<file path="src/rtl/aes_128_arbiter.sv">
`timescale 1ns/1ps
`default_nettype none
// ============================================================================
// Module      : aes_128_arbiter
// Description : Two-port round-robin front end sharing one AES-128 core.
//               Optional key cache enabled by defining AES_ARB_KEY_CACHE_EN.
// Revision    : 1.0  initial release
// ============================================================================
module aes_128_arbiter (
    input  logic         clk,
    input  logic         reset_n,

    input  logic         req0_valid,
    output logic         req0_ready,
    input  logic         req0_encdec,
    input  logic [127:0] req0_key,
    input  logic [127:0] req0_block,
    output logic         rsp0_valid,
    input  logic         rsp0_ready,
    output logic [127:0] rsp0_data,

    input  logic         req1_valid,
    output logic         req1_ready,
    input  logic         req1_encdec,
    input  logic [127:0] req1_key,
    input  logic [127:0] req1_block,
    output logic         rsp1_valid,
    input  logic         rsp1_ready,
    output logic [127:0] rsp1_data,

    output logic         core_encdec,
    output logic         core_init,
    output logic         core_next,
    output logic [127:0] core_key,
    output logic [127:0] core_block,
    input  logic         core_ready,
    input  logic         core_result_valid,
    input  logic [127:0] core_result
);

    typedef enum logic [2:0] {
        ST_IDLE      = 3'd0,
        ST_INIT      = 3'd1,
        ST_INIT_WAIT = 3'd2,
        ST_NEXT      = 3'd3,
        ST_NEXT_WAIT = 3'd4
    } state_t;

    state_t       r_state;
    state_t       w_state_nxt;

    logic         r_last_grant;
    logic         r_owner;
    logic         r_encdec;
    logic [127:0] r_key;
    logic [127:0] r_block;
    logic         r_rsp0_valid;
    logic         r_rsp1_valid;
    logic [127:0] r_rsp0_data;
    logic [127:0] r_rsp1_data;

    logic         w_elig0;
    logic         w_elig1;
    logic         w_gnt0;
    logic         w_gnt1;
    logic         w_arb_open;
    logic         w_accept;
    logic         w_done;
    logic         w_cache_hit;
    logic         w_acc_encdec;
    logic [127:0] w_acc_key;
    logic [127:0] w_acc_block;

    // A port with an unconsumed response is not offered a new job.
    assign w_elig0    = req0_valid & ~r_rsp0_valid;
    assign w_elig1    = req1_valid & ~r_rsp1_valid;
    assign w_gnt1     = w_elig1 & (~w_elig0 | ~r_last_grant);
    assign w_gnt0     = w_elig0 & ~w_gnt1;
    assign w_arb_open = reset_n & (r_state == ST_IDLE) & core_ready;

    assign req0_ready = w_arb_open & w_gnt0;
    assign req1_ready = w_arb_open & w_gnt1;
    assign w_accept   = w_arb_open & (w_gnt0 | w_gnt1);
    assign w_done     = (r_state == ST_NEXT_WAIT) & core_ready & core_result_valid;

    assign w_acc_encdec = w_gnt1 ? req1_encdec : req0_encdec;
    assign w_acc_key    = w_gnt1 ? req1_key    : req0_key;
    assign w_acc_block  = w_gnt1 ? req1_block  : req0_block;

`ifdef AES_ARB_KEY_CACHE_EN
    logic [127:0] r_cache_key;
    logic         r_cache_valid;

    always_ff @(posedge clk or negedge reset_n) begin
        if (!reset_n) begin
            r_cache_key   <= '0;
            r_cache_valid <= 1'b0;
        end else if ((r_state == ST_INIT_WAIT) && core_ready) begin
            r_cache_key   <= r_key;
            r_cache_valid <= 1'b1;
        end
    end

    // Key schedule is direction independent, so encdec plays no part in a hit.
    assign w_cache_hit = r_cache_valid & (w_acc_key == r_cache_key);
`else
    assign w_cache_hit = 1'b0;
`endif

    always_ff @(posedge clk or negedge reset_n) begin
        if (!reset_n) begin
            r_state <= ST_IDLE;
        end else begin
            r_state <= w_state_nxt;
        end
    end

    // Core strobes are only issued while the core reports ready.
    always_comb begin
        w_state_nxt = r_state;
        core_init   = 1'b0;
        core_next   = 1'b0;
        case (r_state)
            ST_IDLE: begin
                if (w_accept) begin
                    w_state_nxt = w_cache_hit ? ST_NEXT : ST_INIT;
                end
            end
            ST_INIT: begin
                if (core_ready) begin
                    core_init   = 1'b1;
                    w_state_nxt = ST_INIT_WAIT;
                end
            end
            ST_INIT_WAIT: begin
                if (core_ready) begin
                    w_state_nxt = ST_NEXT;
                end
            end
            ST_NEXT: begin
                if (core_ready) begin
                    core_next   = 1'b1;
                    w_state_nxt = ST_NEXT_WAIT;
                end
            end
            ST_NEXT_WAIT: begin
                if (w_done) begin
                    w_state_nxt = ST_IDLE;
                end
            end
            default: begin
                w_state_nxt = ST_IDLE;
            end
        endcase
    end

    always_ff @(posedge clk or negedge reset_n) begin
        if (!reset_n) begin
            r_last_grant <= 1'b1;
            r_owner      <= 1'b0;
            r_encdec     <= 1'b0;
            r_key        <= '0;
            r_block      <= '0;
            r_rsp0_valid <= 1'b0;
            r_rsp1_valid <= 1'b0;
            r_rsp0_data  <= '0;
            r_rsp1_data  <= '0;
        end else begin
            if (w_accept) begin
                r_owner      <= w_gnt1;
                r_last_grant <= w_gnt1;
                r_encdec     <= w_acc_encdec;
                r_key        <= w_acc_key;
                r_block      <= w_acc_block;
            end
            if (r_rsp0_valid && rsp0_ready) begin
                r_rsp0_valid <= 1'b0;
            end
            if (r_rsp1_valid && rsp1_ready) begin
                r_rsp1_valid <= 1'b0;
            end
            // The owner's response slot is empty here, so no clash with its handshake.
            if (w_done) begin
                if (r_owner) begin
                    r_rsp1_valid <= 1'b1;
                    r_rsp1_data  <= core_result;
                end else begin
                    r_rsp0_valid <= 1'b1;
                    r_rsp0_data  <= core_result;
                end
            end
        end
    end

    assign rsp0_valid  = r_rsp0_valid;
    assign rsp1_valid  = r_rsp1_valid;
    assign rsp0_data   = r_rsp0_data;
    assign rsp1_data   = r_rsp1_data;
    assign core_encdec = r_encdec;
    assign core_key    = r_key;
    assign core_block  = r_block;

endmodule
`default_nettype wire

</file>
<file path="config.mk">
export PLATFORM = sky130hd
export DESIGN_NAME = aes_128_arbiter
export DESIGN_NICKNAME = d
export VERILOG_FILES = /design/src/rtl/aes_128_arbiter.sv
export SDC_FILE = /design/constraint.sdc
export NUM_CORES = 1
export LEC_CHECK = 0
export CAP_MARGIN = 30
export CORE_AREA = 2 2 459 461
export DETAILED_ROUTE_END_ITERATION = 16
export DIE_AREA = 0 0 461 463
export PLACE_DENSITY_LB_ADDON = 0.05
export SYNTH_ARGS = -nofsm -noshare
export SYNTH_HDL_FRONTEND = slang
export SYNTH_SLANG_ARGS = --single-unit
</file>
<file path="constraint.sdc">
create_clock -name clk -period 1.9 [get_ports clk]
set_input_delay 0.285 -clock clk [delete_from_list [all_inputs] [get_ports clk]]
set_output_delay 0.285 -clock clk [all_outputs]
set_load 0.005 [all_outputs]
</file>
==> summary.md <==
| Metric | Value |
|---|---|
| RSZ-0062 raised after global routing | yes |
| Failing checks | negative setup slack |
| Critical path fanouts, max | 15 |
| Core area | 209000 um^2 |
| CTS root buffer | clkbuf_16 |
| Fin crit period | 2260 ps |
| Fillers | approximately 23000 |
| DRC Markers | 0 |
| Final cell count without fillers | 5934 |
| Worst setup margin | -360 ps |
| Yosys cell types | 28 |
| Worst Max-Slew Pin Slew | 805 ps |
| Total grt overflow | 0 |
| Crit. End Element | register |
| Initial antenna violation count | approximately 120 |
| Die Height | between 400 and 500 um |
| Hold_ws | 154 ps |
| Cell area after synthesis | 20800 um^2 |
| GPL Wtd Cong | approximately 0.84 |
| Max-Cap Viols | 0 |
| P_leak | 18.2 nW |
| Hold crit path type | in2reg |
| Syn nets | 2346 |
| Largest net degree at the start of global routing | between 90 and 100 |
| Die ar. | 213000 um^2 |
| Share of layout cells above drive strength 1 | 0.224 |
| Req. time, crit path | 2490 ps |
| Final Skew | 32.1 ps |
| Clk slew on worst S/H paths | approximately 60 ps |
| Max Buffers Root-to-Sink | 3 |
| Most used cell, CP | buf_4 |
| Critical-path cell list | buf_4 > nor2_4 > nand2_4 > buf_4 > or3_4 > buf_16 > buf_4 > clkbuf_16 > mux2_4 |
| Wire per inst | 27.4 um |
| Via density | between 3 and 4 |
| Area Growth Syn to Fin | 103% |
| CTS Sinks | 520 |
| Dpl cell area | about 37000 um^2 |
| Worst setup SP type | register |
| Status | finished, violations left |
| Layout Cell Area excl Fill | between 40000 and 50000 um^2 |
| Post-layout total power | ~0.057 W |
| Synth Warn # | 0 |
| Cells after synthesis | 1696 |
| Count of state elements after synthesis | between 500 and 600 |
| Starting Density | 0.0996 |
| Final setup viols | 463 |
| Most frequent cells in the layout | clkdlybuf4s50_1 (839), dfrtp_1 (516), nor2_1 (504) |
| Clk_lat worst skew | 710 ps |
| CP peak stage delay | 400 ps |
| Multi-input combinational cell area | roughly 8000 um^2 |
| Most common cell after layout, fill and taps aside | clkdlybuf4s50_1 |
| IO Count | 1169 |
| Post-synthesis sequential area ratio | 0.627 |
| Final hold vios | 0 |
| H-tree depth | 3 |
| Maximum vdd drop | 658 uV |
| Global-route wire length before repair | around 210000 um |
| PwrDens | 1360 nW/um^2 |
| Final Cycle Share | 1.19 |
| Crit-path slowest cell | dfrtp_1 |
| Worst path arrival time | 2850 ps |
| WL final | 163000 um |
| Die width | 461 um |
| Total track usage | 0.147 |
| Final nets | 3710 |
| Antenna-violating nets left | 0 |
| Post-Syn Area per Cell | 12.2 um^2 |
| IO Port Bufs | ~1200 |
| Max-slew violation count | 0 |
| DR pass1 iterations | 4 |
| Iter 0 DRT Violations | 896 |
| CTS tree | done |
| Relative slew margins | 0.463 |
| Final core occ | 0.202 |
| Cells after DPL | 5673 |
| Post-DP HPWL | between 100000 and 150000 um |
| Kind of critical path | reg2reg |
| Vias in the first global route | 21500 |
| Vias | 20000 |
| Row count | 168 |
| TritonCTS buffer count | 79 |
| Sequential cell area | 13000 um^2 |
| Fmax | 442 MHz |
## critical path: cells and delay by family (launching register included)
kind / cells / cell delay [ps]
flip-flops: 1 / 400
AND/OR/NAND/NOR: 3 / 560
buffers and inverters: 5 / 850
multiplexers: 1 / 290
## sequential cells by signal, indices dropped and copies added (netlist names)
| signal | flops |
|---|---|
| core_block | 128 |
| core_key | 128 |
| rsp0_data | 128 |
| rsp1_data | 128 |
| r_state | 3 |
| core_encdec | 1 |
| r_last_grant | 1 |
| r_owner | 1 |
| rsp0_valid | 1 |
| rsp1_valid | 1 |
## routing by layer
| layer | track usage | share of wire | up-vias |
|---|---|---|---|
| met5 | 0 | 0.0040 | - |
| met4 | 0.0219 | 0.016 | 108 |
| met3 | 0.0808 | 0.12 | 290 |
| met2 | 0.255 | 0.49 | 979 |
| met1 | 0.158 | 0.37 | 9884 |
| li1 | - | - | 8695 |
## metrics by stage
stage | TNS [ps] | setup WS, ps
2_1_floorplan | 0 | 219
3_3_place_gp | -196970 | -547
3_5_place_dp | -200520 | -553
4_1_cts | -126730 | -447
5_1_grt | -111820 | -432
6_report | -67610 | -360
## cell families after synthesis
group                  share of synthesized area
AO/OA/AOI/OAI                             0.0803
XOR/XNOR                                0.000422
buffers and inverters                     0.0351
flip-flops                                 0.627
multiplexers                               0.159
AND/OR/NAND/NOR                           0.0989
## where the power goes
part	total (W)	switching [W]	internal [W]
registers	0.0194	0.00312	0.0163
logic	0.0234	0.0102	0.0132
clock network	0.0145	0.00601	0.00852
## cell type report
class / instances / area share
clock buffers: 117 / 0.0550
repair buffers: 1396 / 0.361
flip-flops and latches: 520 / 0.308
clock inverters: 16 / 0.00326
diodes: 17 / 0.00101
well taps: 2805 / 0.0832
inverters: 8 / 0.000830
multi-input cells: 1055 / 0.187
## cells in the mapped netlist (all sizes together)
cell / count / area [um^2]
clkbuf: 20 / 75.1
xor2: 1 / 8.76
a21o: 1 / 7.51
nor2b: 3 / 18.8
nand4: 2 / 25.0
nand2: 3 / 11.3
o21a: 1 / 7.51
nand3b: 1 / 7.51
a31o: 1 / 8.76
dfstp: 1 / 26.3
and4bb: 1 / 12.5
a21oi: 1 / 5.00
or3b: 1 / 8.76
mux2: 256 / 3290
nand2b: 1 / 6.26
dfrtp: 519 / 13000
nor3: 3 / 15.0
nor2: 516 / 1940
o21ai: 4 / 20.0
inv: 8 / 30.0
or3: 1 / 11.3
buf: 93 / 624
o22ai: 257 / 1610
o211a: 1 / 10.0
## worst paths after layout
kind	slack, ps	end	start	cells after the start
setup / recovery	-360	rsp1_data[47]$_DFFE_PN0P_	r_state[1]$_DFFE_PN0P_	9
hold / removal	150	core_block[53]$_DFFE_PN0P_	req1_block[53]	3
setup reg to reg	-360	rsp1_data[47]$_DFFE_PN0P_	r_state[1]$_DFFE_PN0P_	9
hold reg to reg	500	rsp1_data[94]$_DFFE_PN0P_	rsp1_data[94]$_DFFE_PN0P_	1
max in group asynchronous	310	core_block[100]$_DFFE_PN0P_	reset_n	5
min in group asynchronous	380	rsp1_data[88]$_DFFE_PN0P_	reset_n	4
## timing repair
item,in CTS,in global routing
resized for setup,540,129
cloned,37,15
setup buffers,49,16
pin swaps,7,8
hold endpoints to repair,221,0
hold buffers,2,0
endpoints found under the setup margin,912,702
No activity file was read; power rests on OpenSTA's default activity.
